File: config.mk
export PLATFORM = sky130hd
export DESIGN_NAME = fetch_buf_flat
export DESIGN_NICKNAME = d
export VERILOG_FILES = /design/src/rtl/fetch_buf_pkg.sv /design/src/rtl/fetch_buf_if.sv /design/src/rtl/fetch_fifo.sv /design/src/rtl/fetch_buf.sv /design/src/flat_wrapper.sv
export SDC_FILE = /design/constraint.sdc
export NUM_CORES = 1
export LEC_CHECK = 0
export ABC_AREA = 1
export BUFFER_PORTS_ARGS = -buffer_cell sky130_fd_sc_hd__buf_2
export CAP_MARGIN = 10
export CORE_MARGIN = 8
export CORE_UTILIZATION = 58
export CTS_CLUSTER_DIAMETER = 100
export DETAILED_ROUTE_END_ITERATION = 10
export PLACE_DENSITY = 0.75
export REMOVE_ABC_BUFFERS = 1
export SETUP_SLACK_MARGIN = 0.5
export SYNTH_ARGS = -nofsm -noshare
export SYNTH_HDL_FRONTEND = slang
export SYNTH_SLANG_ARGS = --single-unit
File: constraint.sdc
create_clock -name clk -period 5.85 [get_ports clk]
set_input_delay 0.2925 -clock clk [delete_from_list [all_inputs] [get_ports clk]]
set_output_delay 0.2925 -clock clk [all_outputs]
set_load 0.05 [all_outputs]
File: src/rtl/fetch_buf_pkg.sv
// Shared types and constants for the instruction fetch buffer.
package fetch_buf_pkg;

  localparam int INS_W = 32;
  localparam logic [INS_W-1:0] NOP_INS = 32'h0000_0013;

  typedef enum logic {
    ST_RUN  = 1'b0,
    ST_HALT = 1'b1
  } fetch_state_t;

  function automatic logic word_aligned(input logic [1:0] lo);
    return lo == 2'b00;
  endfunction

endpackage

File: src/rtl/fetch_buf_if.sv
// Redirect and fetch-to-decode interfaces for fetch_buf.
interface fetch_redirect_if #(
  parameter int ADDR_W = 32
);
  logic              jump_taken;
  logic [ADDR_W-1:0] jump_target;

  modport master (output jump_taken, output jump_target);
  modport slave  (input  jump_taken, input  jump_target);
endinterface

interface fetch_id_if #(
  parameter int ADDR_W = 32
);
  logic                              valid;
  logic                              ready;
  logic [ADDR_W-1:0]                 pc;
  logic [fetch_buf_pkg::INS_W-1:0]   ins;
  logic                              misaligned;

  modport master (output valid, output pc, output ins, output misaligned, input ready);
  modport slave  (input valid, input pc, input ins, input misaligned, output ready);
endinterface

File: src/rtl/fetch_fifo.sv
// Instruction queue: circular buffer with combinational head read.
module fetch_fifo #(
  parameter int DEPTH = 4,
  parameter int W     = 65
) (
  input  logic                       clk,
  input  logic                       rst,
  input  logic                       clr,
  input  logic                       push,
  input  logic                       pop,
  input  logic [W-1:0]               wdata,
  output logic [W-1:0]               rdata,
  output logic [$clog2(DEPTH+1)-1:0] count,
  output logic                       empty
);
  localparam int PTR_W = $clog2(DEPTH);
  localparam int CNT_W = $clog2(DEPTH + 1);

  logic [W-1:0]     mem [DEPTH];
  logic [PTR_W-1:0] wr_ptr_reg;
  logic [PTR_W-1:0] rd_ptr_reg;
  logic [CNT_W-1:0] count_reg;
  logic             do_push;
  logic             do_pop;

  assign do_push = push && (count_reg != CNT_W'(DEPTH));
  assign do_pop  = pop && (count_reg != '0);

  // Storage is not reset; pointers and count define what is valid.
  always_ff @(posedge clk) begin
    if (do_push) begin
      mem[wr_ptr_reg] <= wdata;
    end
  end

  always_ff @(posedge clk) begin
    if (rst || clr) begin
      wr_ptr_reg <= '0;
      rd_ptr_reg <= '0;
      count_reg  <= '0;
    end else begin
      if (do_push) begin
        wr_ptr_reg <= wr_ptr_reg + PTR_W'(1);
      end
      if (do_pop) begin
        rd_ptr_reg <= rd_ptr_reg + PTR_W'(1);
      end
      case ({do_push, do_pop})
        2'b10:   count_reg <= count_reg + CNT_W'(1);
        2'b01:   count_reg <= count_reg - CNT_W'(1);
        default: count_reg <= count_reg;
      endcase
    end
  end

  assign rdata = mem[rd_ptr_reg];
  assign count = count_reg;
  assign empty = (count_reg == '0);

endmodule

File: src/rtl/fetch_buf.sv
// Fetch unit: issues sequential reads, queues returned words for decode,
// and handles aligned/misaligned redirects.
module fetch_buf
  import fetch_buf_pkg::*;
#(
  parameter int                ADDR_W   = 32,
  parameter int                DEPTH    = 4,
  parameter logic [ADDR_W-1:0] RESET_PC = '0,
  parameter logic [INS_W-1:0]  NOP      = NOP_INS
) (
  input  logic              clk,
  input  logic              rst,
  fetch_redirect_if.slave   mb_if,
  output logic              imem_req,
  output logic [ADDR_W-1:0] imem_addr,
  input  logic [INS_W-1:0]  imem_data,
  fetch_id_if.master        if_id,
  output logic              pipe_flush
);
  localparam int ENT_W = ADDR_W + INS_W + 1;
  localparam int CNT_W = $clog2(DEPTH + 1);

  fetch_state_t      state_reg;
  logic [ADDR_W-1:0] pc_reg;
  logic              inflight_reg;
  logic [ADDR_W-1:0] inflight_pc_reg;
  logic              marker_pending_reg;
  logic [ADDR_W-1:0] marker_pc_reg;
  logic              flush_reg;

  logic              redirect;
  logic              tgt_aligned;
  logic [CNT_W:0]    occupancy;
  logic              issue;
  logic              fifo_push;
  logic              fifo_pop;
  logic [ENT_W-1:0]  fifo_wdata;
  logic [ENT_W-1:0]  fifo_rdata;
  logic [CNT_W-1:0]  fifo_count;
  logic              fifo_empty;

  // A redirect arriving while the flush indication is up is dropped.
  assign redirect    = mb_if.jump_taken && !flush_reg && !rst;
  assign tgt_aligned = word_aligned(mb_if.jump_target[1:0]);

  // Reserve a slot for the response still in flight before issuing another read.
  assign occupancy = {1'b0, fifo_count} + {{CNT_W{1'b0}}, inflight_reg};
  assign issue     = !rst && (state_reg == ST_RUN) && !redirect
                     && (occupancy < (CNT_W+1)'(DEPTH));

  // A pending marker and a live response never coincide: the redirect
  // that created the marker suppressed the read that would return now.
  assign fifo_push  = !rst && (marker_pending_reg || (inflight_reg && !redirect));
  assign fifo_wdata = marker_pending_reg ? {marker_pc_reg, NOP, 1'b1}
                                         : {inflight_pc_reg, imem_data, 1'b0};
  assign fifo_pop   = if_id.ready && !fifo_empty;

  fetch_fifo #(
    .DEPTH (DEPTH),
    .W     (ENT_W)
  ) u_fifo (
    .clk   (clk),
    .rst   (rst),
    .clr   (redirect),
    .push  (fifo_push),
    .pop   (fifo_pop),
    .wdata (fifo_wdata),
    .rdata (fifo_rdata),
    .count (fifo_count),
    .empty (fifo_empty)
  );

  always_ff @(posedge clk) begin
    if (rst) begin
      state_reg          <= ST_RUN;
      pc_reg             <= RESET_PC;
      inflight_reg       <= 1'b0;
      inflight_pc_reg    <= RESET_PC;
      marker_pending_reg <= 1'b0;
      marker_pc_reg      <= RESET_PC;
      flush_reg          <= 1'b1;
    end else begin
      flush_reg          <= redirect;
      marker_pending_reg <= 1'b0;
      inflight_reg       <= issue;
      if (issue) begin
        inflight_pc_reg <= pc_reg;
        pc_reg          <= pc_reg + ADDR_W'(4);
      end
      if (redirect) begin
        if (tgt_aligned) begin
          state_reg <= ST_RUN;
          pc_reg    <= mb_if.jump_target;
        end else begin
          state_reg          <= ST_HALT;
          marker_pending_reg <= 1'b1;
          marker_pc_reg      <= mb_if.jump_target;
        end
      end
    end
  end

  assign imem_req         = issue;
  assign imem_addr        = pc_reg;
  assign pipe_flush       = flush_reg;
  assign if_id.valid      = !fifo_empty;
  assign if_id.pc         = fifo_rdata[ENT_W-1 -: ADDR_W];
  assign if_id.ins        = fifo_rdata[INS_W:1];
  assign if_id.misaligned = !fifo_empty && fifo_rdata[0];

endmodule

File: src/flat_wrapper.sv
// flat-port wrapper written by rule: the top's interface ports become plain ports
module fetch_buf_flat import fetch_buf_pkg::*;
#(
  parameter int                ADDR_W   = 32,
  parameter int                DEPTH    = 4,
  parameter logic [ADDR_W-1:0] RESET_PC = '0,
  parameter logic [INS_W-1:0]  NOP      = NOP_INS
)
  (clk, rst, imem_req, imem_addr, imem_data, pipe_flush, mb_if_jump_taken, mb_if_jump_target, if_id_valid, if_id_pc, if_id_ins, if_id_misaligned, if_id_ready);
  fetch_redirect_if #(.ADDR_W(ADDR_W)) mb_if_i ();
  fetch_id_if #(.ADDR_W(ADDR_W)) if_id_i ();
  input  logic clk;
  input  logic rst;
  output logic imem_req;
  output logic [ADDR_W-1:0] imem_addr;
  input  logic [INS_W-1:0] imem_data;
  output logic pipe_flush;
  input wire logic [$bits(mb_if_i.jump_taken)-1:0] mb_if_jump_taken;
  input wire logic [$bits(mb_if_i.jump_target)-1:0] mb_if_jump_target;
  output wire logic [$bits(if_id_i.valid)-1:0] if_id_valid;
  output wire logic [$bits(if_id_i.pc)-1:0] if_id_pc;
  output wire logic [$bits(if_id_i.ins)-1:0] if_id_ins;
  output wire logic [$bits(if_id_i.misaligned)-1:0] if_id_misaligned;
  input wire logic [$bits(if_id_i.ready)-1:0] if_id_ready;
  assign mb_if_i.jump_taken = mb_if_jump_taken;
  assign mb_if_i.jump_target = mb_if_jump_target;
  assign if_id_valid = if_id_i.valid;
  assign if_id_pc = if_id_i.pc;
  assign if_id_ins = if_id_i.ins;
  assign if_id_misaligned = if_id_i.misaligned;
  assign if_id_i.ready = if_id_ready;
  fetch_buf #(.ADDR_W(ADDR_W), .DEPTH(DEPTH), .RESET_PC(RESET_PC), .NOP(NOP)) u_core (.clk(clk), .rst(rst), .mb_if(mb_if_i), .imem_req(imem_req), .imem_addr(imem_addr), .imem_data(imem_data), .if_id(if_id_i), .pipe_flush(pipe_flush));
endmodule
* Yosys cells after proc, flatten, opt, wreduce, memory -nomap -nowiden
Memory sizes are Yosys's and may differ from the RTL's. A register that Yosys moved wholly into a read port is not among the register bits.
Index checks and enable logic that the tools add are counted.
** Word-level totals
- RAM bits :: 260
- Input port bits :: 68
- Memories :: 1
- Register bits after elaboration :: 107
- Logic and storage cells :: 57
** Operators by class
- Reduce and logical (&&, ||, !) cells :: 23
- Equal/unequal tests :: 3
- Multiplexer cells :: 10
- Bitwise gates (word level) :: 3
- $lt $le $gt $ge :: 1
- Add/subtract/negate cells :: 6
** Memories
- u_core.u_fifo.mem :: depth 4, width 65, read ports 1, clocked after memory_dff 1, write ports 1, RTL line fetch_fifo.sv:19 : logic [W-1:0] mem [DEPTH];
** Operators with widths (count)
- $mux W32 :: 3
- $mux W65 :: 1
- $add A32 B3 Y32 const B :: 1
- $logic_and A1 B1 Y1 :: 11
- $pmux W3 S2 :: 1
- $add A2 B1 Y2 const B :: 2
- $add A3 B1 Y4 :: 1
- $logic_not A1 Y1 :: 4
- $lt A4 B3 Y1 const B :: 1
- $mux W2 :: 2
- $add A3 B1 Y3 const B :: 1
- $logic_not A3 Y1 :: 1
- $mux W1 :: 3
- $ne A3 B3 Y1 const B :: 1
- $not A1 Y1 :: 3
- $reduce_bool A3 Y1 :: 1
- $sub A3 B1 Y3 const B :: 1
- $eq A2 B1 Y1 const B :: 1
- $eq A2 B2 Y1 const B :: 1
- $logic_not A2 Y1 :: 1
- $logic_or A1 B1 Y1 :: 2
- $reduce_and A2 Y1 :: 1
- $reduce_bool A2 Y1 :: 1
- $reduce_or A2 Y1 :: 1

* Depth between registers and ports, before layout
Gate-level depths: netlist (run 1).
- Word-level depth :: 10
- Mapped depth :: 12
- Gate-level depth less buffers :: 12

* Hierarchy
From an unflattened synthesis (run 1), not the netlist that was laid out.
** Unflattened totals
- Cell total of the unflattened synthesis :: 1490
- Area, all modules :: 15607.5 um2
** By module, submodules not included
- fetch_fifo :: cells each 700, area each 10438.8 um2, sequential area each 7987.7 um2, instances 1
- fetch_buf :: cells each 790, area each 5168.7 um2, sequential area each 2001.9 um2, instances 1

* Worst setup path after synthesis (run 1)
OpenSTA, ideal clock, no wires.
- Path type :: register to register
- From :: register u_core.flush_reg, in the netlist u_core.pipe_flush
- To :: memory u_core.u_fifo.mem[0][0] (enable)
- Arrival :: 3.884 ns
- Clock period less this slack :: 4.372 ns
- Path slack :: 1.478 ns
- Cell stages (with the launch flop) :: 7
- Setup time :: 0.489 ns
- Data required time :: 5.361 ns
- Buffers on the path :: 0
- Cells stage by stage :: dfxtp_1 > inv_1 > nand2_1 > o21ai_0 > nand2_1 > nand2_1 > nor2_1
** Between the ends
- Cells in the longest elaborated chain, start to end :: 10
** Ends and longest elaborated chain
- start, declared :: RTL line fetch_buf.sv:29 : logic flush_reg;
- start signal, assigned :: RTL line fetch_buf.sv:83 : flush_reg <= redirect;
- $logic_not A1 Y1 :: RTL line fetch_buf.sv:43 : assign redirect = mb_if.jump_taken && !flush_reg && !rst;
- $logic_and A1 B1 Y1 (2 in series) :: RTL line fetch_buf.sv:43
- $logic_not A1 Y1 :: RTL line fetch_buf.sv:53 : assign fifo_push = !rst && (marker_pending_reg || (inflight_reg && !redirect));
- $logic_and A1 B1 Y1 :: RTL line fetch_buf.sv:53
- $logic_or A1 B1 Y1 :: RTL line fetch_buf.sv:53
- $logic_and A1 B1 Y1 :: RTL line fetch_buf.sv:53
- $logic_and A1 B1 Y1 :: RTL line fetch_fifo.sv:26 : assign do_push = push && (count_reg != CNT_W'(DEPTH));
- $mux W1 :: RTL line fetch_fifo.sv:31 : if (do_push) begin
- $mux W1 (implied by the code) :: RTL line fetch_fifo.sv:32 : mem[wr_ptr_reg] <= wdata;
- end, declared :: RTL line fetch_fifo.sv:19
Every way passes these cells.

* Final worst setup path (run 1)
- From :: input port rst
- To :: output port imem_req
** Between the ends
- Cells in the longest elaborated chain, start to end :: 5
- Elaborated cells on any way between the ends :: 6
- Those cells by class :: reduce/logical: 6
** Ends and longest elaborated chain
- start, declared :: RTL line flat_wrapper.sv:13 : input logic rst;
- $logic_not A1 Y1 * :: RTL line fetch_buf.sv:43, fetch_buf.sv:48
- $logic_and A1 B1 Y1 :: RTL line fetch_buf.sv:43
- $logic_not A1 Y1 :: RTL line fetch_buf.sv:48 : assign issue = !rst && (state_reg == ST_RUN) && !redirect
- $logic_and A1 B1 Y1 * :: RTL line fetch_buf.sv:48
- $logic_and A1 B1 Y1 * :: RTL line fetch_buf.sv:49 : && (occupancy < (CNT_W+1)'(DEPTH));
- end, declared :: RTL line flat_wrapper.sv:14 : output logic imem_req;
Mark *: on every way between the ends. The rest lies on a longest branch, timed or not.

==> impl_metrics.csv, run 1 <==
group,metric,value,unit
die,fp.dieH,177,µm
logic_synthesis,synth-edff-count,260,
clocking,path_clk_slew,60,ps
finish,layout-drive-gt1-share,15.7,%
drt,drt_wl_total,36400,µm
sta,finalMaxSlewViolations,0,
sta,setup_tns,0,ps
global_route,grt_pass1_wl,55800,µm
worst_hold_path,holdPathStages,3,
sta,tightestPinTransition,1100,ps
clocking,clk_latency,510,ps
critical_path,cp.depth,5,
critical_path,arrival,3550,ps
global_route,grt_max_degree,91,
place,dp_slack,2030,ps
critical_path,rr_endpoint,"u_core.u_fifo.mem[3][37]$_DFFE_PP_",
outcome,outcome,"completed",
drt,drt-initial-drc-count,937,
worst_hold_path,worstHoldPathType,"input pin to flip-flop",
critical_path,path_cells,"buf_2 -> inv_2 -> nand4_4 -> inv_2 -> buf_2",
drt,vias,11100,
logic_synthesis,synth_flop_cell,"edfxtp_1",
pwr,vdd_drop_max,0.000209,V
clocking,cts_hold_buffers,1,
critical_path,critPathBufInv,4,
drt,drt_first_pass_iters,5,
clocking,cts_buffers,37,
logic_synthesis,synth.top_cells.by_area,"edfxtp_1, dfxtp_1, o21ai_0",
finish,multi_input_area,4310,µm²
clocking,cts_tree,"built",
clocking,cts-root-buf,"clkbuf_16",
global_route,antenna_found_initial,0,
global_route,grtUsageTotal,22.5,%
logic_synthesis,ys_ff_latch,369,
run,maxCapViolCount,0,
critical_path,required,5560,ps
finish,top_register,"u_core.u_fifo.mem",
finish,syn2layout_area_growth,14.5,%
sta,timing.final.crit_share,65.7,%
die,io_pins,168,
critical_path,max_stage_delay,920,ps
finish,largest_reg_flops,260,
die,row_count,59,
logic_synthesis,ys_seq_area_share,66.1,%
finish,fin_nets,1718,
logic_synthesis,synthDominantCellAreaShare,51.6,%
worst_hold_path,hold_start,"mb_if_jump_target[7]",
finish,antennaDiodeCount,0,
drt,route.detailed.wl_per_inst,18.1,µm
critical_path,worst_setup_path_start_kind,"input pin",
clocking,ctsLongestPathBuffers,3,
place,io_buffers,167,
die,die_area,31500,µm²
logic_synthesis,syn_area,15100,µm²
worst_hold_path,holdPathEnd,"u_core.marker_pc_reg[7]$_SDFFE_PP0P_",
logic_synthesis,async_flop_share,0,%
place,dp_hpwl,22800,µm
place,gp_congestion,0.869,
sta,fin_ws,2010,ps
finish,ff_latch_area,10000,µm²
logic_synthesis,yosysUniqueCellTypes,35,
die,chipWidth,177,µm
sta,max_slew_margin,26.8,%
critical_path,reg2reg_from,"u_core.pipe_flush$_SDFF_PP1_",
global_route,grt_overflow,0,
sta,hold_viol_final,0,
critical_path,critPathMaxFanout,70,
die,coreArea,25800,µm²
sta,final-setup-viol-count,0,
critical_path,cp-end-kind,"output port",
critical_path,slowest_stage,"inv_2",
critical_path,crit_type,"input pin to output port",
clocking,clock_sinks,369,
clocking,cts_setup_buffers,0,
logic_synthesis,syn_inst,1502,
drt,postRouteAntennaNets,0,
die,initial_core_util,58.5,%
logic_synthesis,ys.warnings.count,0,
sta,rsz0062_at_grt,"no",
clocking,cts-htree-levels,2,
sta,layout_min_cycle_time,3840,ps
global_route,grt_pass1_vias,10400,
pwr,power_density,356,nW/µm²
drt,avgViaCountPerCell,5.52,
critical_path,worst-r2r-setup-slack,3060,ps
logic_synthesis,synth_largest_area_cell,"edfxtp_1",
sta,clock_skew,10.0,ps
critical_path,path_delay_family,"buffers and inverters",
drt,drc,0,
clocking,postCtsResizedCells,0,
pwr,p_leak,6.81,nW
finish,num-fill-cells,2031,
sta,fmax,0.260,GHz
critical_path,reg2reg_depth,7,
logic_synthesis,avgSynthCellArea,10.1,µm²
-- synth_stat cells, drive strengths merged (2+ instances only) --
cell / instances
clkbuf: 65
o22ai: 64
nand3: 44
dfxtp: 109
buf: 18
nand2: 187
nand3b: 4
edfxtp: 260
xor2: 9
o21ai: 223
a21oi: 53
nor3: 3
nand4: 10
inv: 135
ha: 6
nor2: 292
or2: 4
xnor2: 2
o211ai: 7
-- stage by stage --
step           hold WS [ps]  instance area (µm²)  util [%]  power, W  instances
3_3_place_gp            434                16200      62.7   0.00407       1937
4_1_cts                23.2                17300      66.9   0.00619       2005
5_1_grt                19.4                17300      67.0   0.00637       2006
2_1_floorplan           362                14800         -   0.00377       1419
6_report               27.2                17300      67.0   0.00616       2006
3_5_place_dp            441                16200      62.7   0.00408       1937
-- worst max-delay path by stage --
stage	from	end	slack, ps
floorplan	u_core.marker_pending_reg$_SDFF_PP0_	u_core.u_fifo.mem[0][0]$_DFFE_PP_	100
global placement	rst	imem_req	2120
detailed placement	rst	imem_req	2030
CTS	rst	imem_req	2050
global route	rst	imem_req	1790
finish	rst	imem_req	2010
-- routing by layer --
| layer | vias up | wire length [µm] | share of wire [%] | track usage [%] |
|---|---|---|---|---|
| li1 | 5401 | - | - | - |
| met1 | 5228 | 15700 | 43 | 30.5 |
| met2 | 399 | 17100 | 47 | 36.9 |
| met3 | 54 | 2720 | 7.5 | 3.55 |
| met4 | 0 | 819 | 2.3 | 6.77 |
| met5 | - | 0 | 0 | 0 |
-- cell families (layout without fill, tap and decap cells) --
kind of cell | count (synthesis) | after routing | share of synthesized area [%]
adders and majority gates | 7 | 7 | 0.629
AOI/OAI and AO/OA | 351 | 351 | 12.3
and+or+nand+nor | 545 | 545 | 14.7
buffers and inverters | 219 | 388 | 5.62
xor gates and xnor gates | 11 | 11 | 0.637
DFF | 369 | 369 | 66.1
-- cell type report --
cell class / instances / area share, %
clock buffers: 53 / 5.81
clock inverters: 14 / 0.441
inverters: 136 / 2.96
multi-input cells: 914 / 24.9
flip-flops and latches: 369 / 57.7
well taps: 335 / 2.42
repair buffers: 185 / 5.70
-- worst reg2reg max path, delay by kind of cell (launching register included) --
| kind | cells | cell delay (ps) |
|---|---|---|
| AND/OR/NAND/NOR | 4 | 1210 |
| buffers and inverters | 2 | 740 |
| flip-flops | 1 | 330 |
| AO/OA/AOI/OAI | 1 | 100 |
-- power by group --
group	switching [W]	total, W	internal, W
clock network	0.000931	0.00213	0.00120
registers	0.0000579	0.00297	0.00291
logic	0.000829	0.00106	0.000230
-- layout by cell type (no fill, tap or decap), drive strengths merged --
cell,netlist,layout
a31oi,1,1
nand2,187,187
o21bai,1,1
a21oi,53,53
edfxtp,260,260
o211ai,7,7
inv,135,137
nor2,292,292
a32o,1,1
xnor2,2,2
clkbuf,65,53
or2,4,4
nand3,44,44
dlygate4sd3,0,1
nand4,10,10
clkinv,1,12
dfxtp,109,109
xor2,9,9
o21ai,223,223
nand3b,4,4
fa,1,1
nor3,3,3
buf,18,184
o22ai,64,64
and2,1,1
clkinvlp,0,1
o31ai,1,1
ha,6,6
Power figures use the tool's default switching activity.
==> run 2: changes to the inputs <==
==> constraint.sdc (replaced) <==
create_clock -name clk -period 3.75 [get_ports clk]
set_input_delay 0.1875 -clock clk [delete_from_list [all_inputs] [get_ports clk]]
set_output_delay 0.1875 -clock clk [all_outputs]
set_load 0.05 [all_outputs]
==> run 2 against run 1 <==
Compared with the run above:
- clock power grew 66%
- global-route usage grew 0.44 points
- cell count grew 1.6%
- via count grew 1.1%
- sequential power grew 56%
- count of clock-buffer cells in the layout shrank 1
- routed wire length shrank 0.26%
- setup slack lost 1200 ps
- non-clock buffer count grew 30
- register-to-register slack lost 1800 ps
- combinational power grew 56%
- clock skew grew 19 ps
- largest cell class unchanged
- largest power group unchanged
==> impl_metrics.csv, run 2 (synthesis gave the netlist of run 1 again) <==
group,metric,value,unit
finish,fin_nets,1749,
clocking,ctsLongestPathBuffers,3,
finish,syn2layout_area_growth,17.0,%
clocking,cts_buffers,38,
sta,finalMaxSlewViolations,0,
sta,timing.final.crit_share,79.6,%
finish,top_register,"u_core.u_fifo.mem",
worst_hold_path,hold_start,"mb_if_jump_target[13]",
critical_path,worst_setup_path_start_kind,"flip-flop",
critical_path,path_cells,"inv_4 -> buf_4 -> o21ai_0 -> o22ai_1 -> buf_2",
finish,largest_reg_flops,260,
sta,hold_viol_final,0,
die,fp.dieH,177,µm
drt,route.detailed.wl_per_inst,17.8,µm
die,die_area,31500,µm²
clocking,cts-htree-levels,2,
pwr,vdd_drop_max,0.000432,V
die,chipWidth,177,µm
global_route,grt_overflow,0,
finish,final_cell_mix,"nor2_1, edfxtp_1, o21ai_0",
worst_hold_path,worstHoldPathType,"input pin to flip-flop",
worst_hold_path,holdPathStages,3,
critical_path,cp-end-kind,"output port",
critical_path,critPathMaxFanout,76,
sta,tightestPinTransition,1070,ps
clocking,clock_sinks,369,
pwr,power_density,555,nW/µm²
global_route,grt_pass1_vias,11000,
outcome,outcome,"completed",
place,place_inst,1941,
global_route,grtUsageTotal,22.9,%
global_route,antenna_found_initial,0,
critical_path,rr_endpoint,"u_core.u_fifo.count[2]$_SDFFE_PP0P_",
pwr,total_power,0.00982,W
sta,fmax,0.335,GHz
die,io_pins,168,
sta,layout_min_cycle_time,2990,ps
critical_path,reg2reg_from,"u_core.pipe_flush$_SDFF_PP1_",
sta,setup_tns,0,ps
die,coreArea,25800,µm²
sta,clock_skew,28.6,ps
drt,drt_wl_total,36300,µm
clocking,path_clk_slew,60,ps
place,dp_hpwl,22200,µm
drt,drt-initial-drc-count,954,
finish,fin_cells,2039,
clocking,clk_latency,520,ps
drt,postRouteAntennaNets,0,
critical_path,critPathBufInv,3,
drt,avgViaCountPerCell,5.50,
sta,final-setup-viol-count,0,
place,gp_congestion,0.857,
critical_path,worst-r2r-setup-slack,1310,ps
drt,drc,0,
critical_path,arrival,2800,ps
sta,max_slew_margin,28.9,%
pwr,p_leak,6.97,nW
clocking,cts_tree,"built",
run,maxCapViolCount,0,
critical_path,slowest_stage,"inv_4",
global_route,grt_max_degree,86,
clocking,postCtsResizedCells,0,
finish,layout-drive-gt1-share,15.6,%
place,io_buffers,167,
critical_path,required,3560,ps
critical_path,reg2reg_depth,12,
die,row_count,59,
critical_path,crit_type,"flip-flop to output port",
finish,antennaDiodeCount,0,
die,initial_core_util,58.5,%
sta,hold_ws,13.7,ps
global_route,grt_pass1_wl,57500,µm
worst_hold_path,holdPathEnd,"u_core.marker_pc_reg[13]$_SDFFE_PP0P_",
finish,fin_util,68.5,%
sta,rsz0062_at_grt,"no",
finish,mostFrequentLayoutCell,"nor2_1",
critical_path,path_delay_family,"buffers and inverters",
drt,drt_first_pass_iters,7,
drt,vias,11200,
critical_path,max_stage_delay,640,ps
clocking,cts-root-buf,"clkbuf_16",
[run 2: changes by cell type in the layout (fill, tap and decap cells not counted), sizes merged]
| cell | previous run | this run |
|---|---|---|
| buf | 184 | 187 |
| clkinv | 12 | 16 |
| bufinv | 0 | 1 |
| clkbuf | 53 | 52 |
| clkinvlp | 1 | 2 |
| dlygate4sd3 | 1 | 28 |
| inv | 137 | 135 |
[run 2: stage by stage]
stage	setup slack [ps]	area, µm²
finish	764	17700
global route	566	17700
CTS	769	17700
detailed placement	1310	16200
global placement	1380	16200
floorplan	-2000	14800
[run 2: what timing repair did]
action	4_1_cts	5_1_grt
hold buffers	28	0
setup buffers	0	0
hold endpoints to repair	50	0
[run 2: layout make-up]
type	instances	area [µm²]
flip-flops and latches	369	10000
repair buffers	215	1280
clock inverters	18	109
inverters	136	513
multi-input cells	914	4310
clock buffers	52	1070
well taps	335	419
fillers	1964	8140
[run 2: layer usage]
| metal | wire, µm | track usage (%) | vias up |
|---|---|---|---|
| li1 | - | - | 5462 |
| met1 | 14700 | 28.2 | 5310 |
| met2 | 17700 | 39.0 | 374 |
| met3 | 2770 | 5.34 | 61 |
| met4 | 1100 | 8.54 | 0 |
| met5 | 0 | 0 | - |
[run 2: how the worst max path moves through the flow]
| stage | depth (start not counted) | slack (ps) | end |
|---|---|---|---|
| detailed placement | 5 | 1310 | if_id_pc[9] |
| finish | 5 | 760 | if_id_pc[4] |
| global placement | 4 | 1380 | if_id_pc[6] |
| floorplan | 4 | -2000 | u_core.u_fifo.mem[0][0]$_DFFE_PP_ |
| global route | 4 | 570 | if_id_pc[15] |
| CTS | 4 | 770 | if_id_pc[17] |
[run 2: report_power, final]
part / internal, W / total [W] / leakage, nW / switching, W
logic: 0.000382 / 0.00165 / 3.12 / 0.00127
registers: 0.00454 / 0.00463 / 3.28 / 0.0000924
clock network: 0.00206 / 0.00354 / 0.568 / 0.00147
[run 2: worst reg2reg max path: cells and delay by family, from the launching register on]
family,cells,cell delay [ps]
simple gates,3,610
flops,1,320
fa+ha+maj,2,620
buf+inv,2,120
compound gates,5,630
